==> config.mk <==
export PLATFORM = sky130hd
export DESIGN_NAME = win_check_controller
export DESIGN_NICKNAME = d
export VERILOG_FILES = /design/src/rtl/game_pkg.sv /design/src/rtl/win_check_controller_cycle_timer.sv /design/src/rtl/win_check_controller.sv
export SDC_FILE = /design/constraint.sdc
export NUM_CORES = 1
export LEC_CHECK = 0
export BUFFER_PORTS_ARGS = -buffer_cell sky130_fd_sc_hd__buf_2
export CELL_PAD_IN_SITES_DETAIL_PLACEMENT = 0
export CELL_PAD_IN_SITES_GLOBAL_PLACEMENT = 1
export CORE_ASPECT_RATIO = 1.1
export CORE_UTILIZATION = 45
export CTS_CLUSTER_DIAMETER = 120
export DETAILED_ROUTE_END_ITERATION = 12
export GPL_ROUTABILITY_DRIVEN = 0
export PLACE_DENSITY = 0.92
export RECOVER_POWER = 100
export SETUP_SLACK_MARGIN = 0.1
export SLEW_MARGIN = 20
export SYNTH_ARGS = -nofsm -noshare
export SYNTH_HDL_FRONTEND = slang
export SYNTH_SLANG_ARGS = --single-unit
==> constraint.sdc <==
create_clock -name clock -period 5.6 [get_ports clock]
set_input_delay 1.68 -clock clock [delete_from_list [all_inputs] [get_ports clock]]
set_output_delay 1.68 -clock clock [all_outputs]
set_load 0.03 [all_outputs]
==> src/rtl/game_pkg.sv <==
// Shared Connect-4 definitions: piece codes, board sizing and the
// win-check controller state encoding.
package game_pkg;

    localparam logic [1:0] EMPTY  = 2'b00;
    localparam logic [1:0] RED    = 2'b01;
    localparam logic [1:0] YELLOW = 2'b10;

    localparam int unsigned COMBO_BITS = 452;
    localparam int unsigned MAX_MOVES  = 42;

    typedef enum logic [2:0] {
        ST_IDLE,
        ST_LOAD,
        ST_SCAN,
        ST_DECIDE,
        ST_OVER
    } ctrl_state_t;

    // A recognizer code counts as a win only for a real colour; 11 is illegal.
    function automatic logic is_four(input logic [1:0] code);
        return (code == RED) || (code == YELLOW);
    endfunction

endpackage

==> src/rtl/win_check_controller_cycle_timer.sv <==
// Loadable 8-bit down-counter with a zero flag; times the LOAD and SCAN phases.
module cycle_timer
    import game_pkg::*;
(
    input  logic       clock,
    input  logic       reset,
    input  logic       clear,
    input  logic       load,
    input  logic [7:0] load_value,
    input  logic       dec,
    output logic       done
);

    logic [7:0] count;

    always_ff @(posedge clock or posedge reset) begin
        if (reset) begin
            count <= '0;
        end else if (clear) begin
            count <= '0;
        end else if (load) begin
            count <= load_value;
        end else if (dec && (count != '0)) begin
            count <= count - 8'd1;
        end
    end

    assign done = (count == '0);

endmodule

==> src/rtl/win_check_controller.sv <==
// Turn and win-check sequencer: gates the 2-bit sequence recognizer per move
// and tracks player, move count, winner and draw.
module win_check_controller
    import game_pkg::*;
#(
    parameter int unsigned LOAD_CYCLES = 2,
    parameter int unsigned SCAN_CYCLES = COMBO_BITS / 2 + 2
) (
    input  logic       clock,
    input  logic       reset,
    input  logic       new_game,
    input  logic       move_valid,
    output logic       move_ready,
    output logic       rec_enable,
    input  logic [1:0] rec_out,
    output logic [1:0] current_player,
    output logic [1:0] winner,
    output logic       game_over,
    output logic       draw,
    output logic [5:0] move_count,
    output logic       busy
);

    ctrl_state_t state, next_state;

    logic       timer_load;
    logic [7:0] timer_value;
    logic       timer_dec;
    logic       timer_done;
    logic       accept;
    logic       rec_win;
    logic       board_full;

    assign rec_win    = is_four(rec_out);
    assign board_full = (move_count == 6'(MAX_MOVES));
    assign move_ready = (state == ST_IDLE) && !game_over;
    assign accept     = move_valid && move_ready && !new_game;
    assign busy       = (state == ST_LOAD) || (state == ST_SCAN) || (state == ST_DECIDE);

    cycle_timer u_timer (
        .clock      (clock),
        .reset      (reset),
        .clear      (new_game),
        .load       (timer_load),
        .load_value (timer_value),
        .dec        (timer_dec),
        .done       (timer_done)
    );

    always_ff @(posedge clock or posedge reset) begin
        if (reset) begin
            state <= ST_IDLE;
        end else begin
            state <= next_state;
        end
    end

    always_comb begin
        next_state  = state;
        timer_load  = 1'b0;
        timer_value = '0;
        timer_dec   = 1'b0;
        rec_enable  = 1'b0;
        case (state)
            ST_IDLE: begin
                if (accept) begin
                    next_state  = ST_LOAD;
                    timer_load  = 1'b1;
                    timer_value = 8'(LOAD_CYCLES - 1);
                end
            end
            ST_LOAD: begin
                if (timer_done) begin
                    next_state  = ST_SCAN;
                    timer_load  = 1'b1;
                    timer_value = 8'(SCAN_CYCLES - 1);
                end else begin
                    timer_dec = 1'b1;
                end
            end
            ST_SCAN: begin
                rec_enable = 1'b1;
                // Recognizer win states are sticky, so the first win ends the scan.
                if (rec_win || timer_done) begin
                    next_state = ST_DECIDE;
                end else begin
                    timer_dec = 1'b1;
                end
            end
            ST_DECIDE: begin
                next_state = (rec_win || board_full) ? ST_OVER : ST_IDLE;
            end
            ST_OVER: begin
                next_state = ST_OVER;
            end
            default: begin
                next_state = ST_IDLE;
            end
        endcase
        if (new_game) begin
            next_state = ST_IDLE;
            timer_load = 1'b0;
            timer_dec  = 1'b0;
        end
    end

    always_ff @(posedge clock or posedge reset) begin
        if (reset) begin
            current_player <= RED;
            winner         <= EMPTY;
            game_over      <= 1'b0;
            draw           <= 1'b0;
            move_count     <= '0;
        end else if (new_game) begin
            current_player <= RED;
            winner         <= EMPTY;
            game_over      <= 1'b0;
            draw           <= 1'b0;
            move_count     <= '0;
        end else begin
            if (accept && !board_full) begin
                move_count <= move_count + 6'd1;
            end
            // rec_out is still valid in DECIDE; winner outranks a full board.
            if (state == ST_DECIDE) begin
                if (rec_win) begin
                    winner    <= rec_out;
                    game_over <= 1'b1;
                end else if (board_full) begin
                    draw      <= 1'b1;
                    game_over <= 1'b1;
                end else begin
                    current_player <= (current_player == RED) ? YELLOW : RED;
                end
            end
        end
    end

endmodule

# Yosys cells after proc, flatten, opt, wreduce, memory -nomap -nowiden
# Cells that the tools add are included.
totals:
  reg_bits: 23
  input_bits: 6
  output_inout_bits: 15
  word_cells: 87
op_classes:
  addsub: 2
  n_eq_ne: 13
  muxes: 38
  n_reduce_logical: 27
op_table:
  columns: ["cell", "count"]
  rows:
  - ["8-bit 2-to-1 mux", 4]
  - ["2-bit 2-to-1 mux", 8]
  - ["8-bit case mux with 2 select lines", 1]
  - ["1-bit 2-to-1 mux", 15]
  - ["3-bit 2-to-1 mux", 5]
  - ["3-bit case mux with 5 select lines", 1]
  - ["6-bit 2-to-1 mux", 2]
  - ["3-bit AND reduction", 3]
  - ["8-bit zero test", 1]
  - ["2-bit nonzero test", 4]
  - ["8-bit nonzero test", 1]
  - ["8-bit by 1-bit subtractor with 8-bit output, second input constant", 1]
  - ["6-bit by 1-bit adder with 6-bit output, second input constant", 1]
  - ["3-bit by 2-bit equality test with 1-bit output, second input constant", 2]
  - ["6-bit equality test, second input constant", 1]
  - ["3-bit != test, second input constant", 2]
  - ["3-bit nonzero test", 2]
  - ["1-bit logical AND", 5]
  - ["1-bit logical OR", 5]
  - ["2-bit by 1-bit equality test with 1-bit output, second input constant", 2]
  - ["2-bit != test, second input constant", 2]
  - ["1-bit case mux with 2 select lines", 2]
  - ["2-bit AND reduction", 2]
  - ["3-bit by 1-bit equality test with 1-bit output, second input constant", 1]
  - ["5 further kinds", 7]

# Depth between registers and ports, before layout
logic_depth:
  ltp_word: 10
  mapped_depth: 6
  depth_no_buf: 6

# Modules after synthesis
# A second synthesis with hierarchy kept.
hier_totals:
  hier_cells: 158
  area_unflattened_um2: 1407.6
by_module_without_submodules:
  columns: ["module", "n_inst", "cells_per_inst", "area_per_inst_um2", "seq_area_each_um2"]
  rows:
  - ["win_check_controller", 1, 97, 844.6, 376.6]
  - ["cycle_timer", 1, 61, 563.0, 200.2]

# Least setup slack after synthesis
# OpenSTA, ideal clock, no wires.
synth_path:
  kind: "register to output"
  from: "register state[2]"
  to: "output port move_ready"
  arrival_ns: 1.628
  required_ns: 3.920
  slack_ns: 2.292
  stages_incl_launch_ff: 3
  n_path_buf: 1
  cell_sequence: "dfrtp_1 -> clkbuf_1 -> nor4_1"
synth_between:
  elab_chain_cells: 2
synth_lines:
  columns: ["element", "line", "source"]
  rows:
  - ["start: declaration", "win_check_controller.sv:24", "ctrl_state_t state, next_state;"]
  - ["start signal: assignment", "win_check_controller.sv:54", "state <= next_state;"]
  - ["3-bit zero test", "win_check_controller.sv:36", "assign move_ready = (state == ST_IDLE) && !game_over;"]
  - ["1-bit logical AND", "win_check_controller.sv:36", null]
  - ["end: declaration", "win_check_controller.sv:13", "output logic move_ready,"]
# No other way between the ends.

# Final worst setup path
# Same ends and word-level chain as after synthesis.

==> flow_summary.toml <==
[synthesis]
synthArstFlopShare = 1.000
netlist_area_sq_um = 1395
ys_seq_elements = 23
syn_inst = 155
synth_seq_area_share = 0.4135
synthFlopType = "dfrtp_1"
ys_warn_count = 0
synth_edf_count = 0
synthesis.nets = 165
synthDistinctLibCells = 48
syn_area_per_cell_sq_um = 9.001

[power]
vdd_ir_drop_max_mv = 0.2473
pwr-share-comb = 0.551
swShare = 0.4947
total_power_uw = 759.8
power_density_nw_per_um2 = 500.6
p_sw_uw = 375.9
internal_power_uw = 383.9
cellLeakagePower_nw = 0.6638
p_clk_frac = 0.104
seq_power_share = 0.345

[timing]
tightestPinTransition_ns = 1.071
finalClockSkew_ns = 0.005424
setup_ws_ns = 2.332
finalCritPeriodShare = 0.5836
setup_viol_count_final = 0
rsz0062_at_grt = "false"
max_freq_ghz = 0.3060
fin_tns_setup_ns = 0
hold_viol = 0
max_slew_margin = 0.2783
min_period_ns = 3.268
hold_ws_ns = 0.5138
maxSlewViolCount = 0

[drt]
vias_per_cell = 6.054
drc = 0
firstDrtPassIters = 4
wl_per_cell_um = 14.94
totalWireLength_um = 3063
drt-initial-drc-count = 25
dr_total_vias = 1241
postRouteAntennaNets = 0

[die]
core_area_sq_um = 2853
die_w_um = 55.09
initial_core_util = 0.4890
row_count = 20
dieArea_sq_um = 3327
die_y_um = 60.40
io_pins = 21

[global_route]
antenna_found_initial = 0
grt_pass1_wl_um = 4988
track_usage = 0.2085
grt_pass1_vias = 1146
grt_overflow = 0
grt_max_degree = 24

[clocking]
cts_resized = 0
clockBufferDepth = 2
clock_sinks = 23
postCtsSetupRepairBufs = 0
ctsHoldBuffers = 0
cts-root-buf = "clkbuf_4"
clk_latency_ns = 0.31
cts_tree = "done"
clkTransAtPathRegs_ns = 0.14
numCtsBuffers = 3
h-tree-depth = 1

[critical_path]
critical_path.startpoint_type = "flop"
end_kind = "output port"
cp.required_ns = 3.92
critPathKind = "flop to output port"
arrival_ns = 1.59
cp_max_fo = 16

[cells_and_area]
final_common_cell = "dfrtp_1"
instances_no_fill = 205
postLayoutCellArea_sq_um = 1518
layout_common_cells = "22 x dfrtp_1, 17 x clkbuf_1, 16 x nor2_1, 14 x a21oi_1"
num_antenna_cells = 0
utilization = 0.5320
area_growth_pct = 8.790
drive_above_1_share = 0.08140
finalNetCount = 183

[run]
maxCapViolCount = 0

[placed_design]
place_area_sq_um = 1509
hpwl_um = 2283
dp_slack_ns = 2.378
placedCellCount = 201
io_buffers = 20

[hold_path]
hold_path.class = "flop to flop"

[status]
status = "complete, no violations"
cells in the mapped netlist (2+ instances only):
cell type	instances	area, sq um
xnor2_1	2	17.52
a211oi_1	2	15.01
nor4_1	4	25.02
a211o_1	2	17.52
dfrtp_1	22	550.5
nor3b_1	3	22.52
nand2_1	6	22.52
inv_1	9	33.78
nand2b_1	2	12.51
nand4_1	3	18.77
nand3_1	9	45.04
mux2i_1	3	30.03
clkbuf_1	6	22.52
xor2_1	2	17.52
a21oi_1	14	70.07
nor2_1	16	60.06
or4_1	3	22.52
o31ai_1	2	15.01
ha_1	4	50.05
nor3_1	5	25.02
o21ai_0	4	20.02
nand3b_1	2	15.01
nor2b_1	2	12.51
o21a_1	3	22.52
and3_1	2	12.51
layout make-up:
| type | count | area [sq um] |
|---|---|---|
| clock buffer | 3 | 22.52 |
| multi-input combinational | 116 | 757.0 |
| fill | 294 | 1335 |
| timing repair buffer | 20 | 78.83 |
| clock inverter | 1 | 7.507 |
| tap | 33 | 41.29 |
| sequential | 23 | 576.8 |
| inverter | 9 | 33.78 |
critical path, cell delays in order, from the launching register on:
cell,delay [ns]
dfrtp_1,0.59
nor4_1,0.35
clkbuf_1,0.34
flip-flops by register name (all words and copies together), names as in the netlist:
| name | count |
|---|---|
| u_timer.count | 8 |
| winner | 2 |
| draw | 1 |
| state | 3 |
| move_count | 6 |
| game_over | 1 |
| current_player | 2 |
logic make-up after synthesis:
group | after synthesis | synth area share
AND/OR/NAND/NOR | 67 | 0.2735
XOR/XNOR | 4 | 0.02512
multiplexers | 4 | 0.02960
buffers and inverters | 16 | 0.04394
flip-flops | 23 | 0.4135
adder cells (fa/ha/maj) | 4 | 0.03588
AO/OA/AOI/OAI | 37 | 0.1785
power by group through the flow:
stage	combinational, mW	sequential (mW)	clock, mW
6_report	0.419	0.262	0.0794
3_5_place_dp	0.422	0.264	0
3_3_place_gp	0.414	0.260	0
4_1_cts	0.424	0.261	0.0817
2_1_floorplan	0.327	0.264	0
5_1_grt	0.457	0.269	0.0869
routing by layer:
layer / routed length [um] / vias up / global-route usage
met4: 15 / 0 / 0.07500
met2: 1590 / 12 / 0.3632
li1: - / 611 / -
met5: 0 / - / 0
met3: 55 / 2 / 0.02256
met1: 1401 / 616 / 0.2627
path summary, 6_finish.rpt:
kind | startpoint | to | slack (ns) | cells after the start
setup / recovery | state[2] | move_ready | 2.33 | 2
hold / removal | draw | draw | 0.51 | 2
setup reg to reg | state[0] | u_timer.count[5] | 3.43 | 4
hold reg to reg | draw | draw | 0.51 | 2
max in group asynchronous | reset | u_timer.count[2] | 3.53 | 2
min in group asynchronous | reset | winner[1] | 1.52 | 2
(Power assumes the default switching activity.)
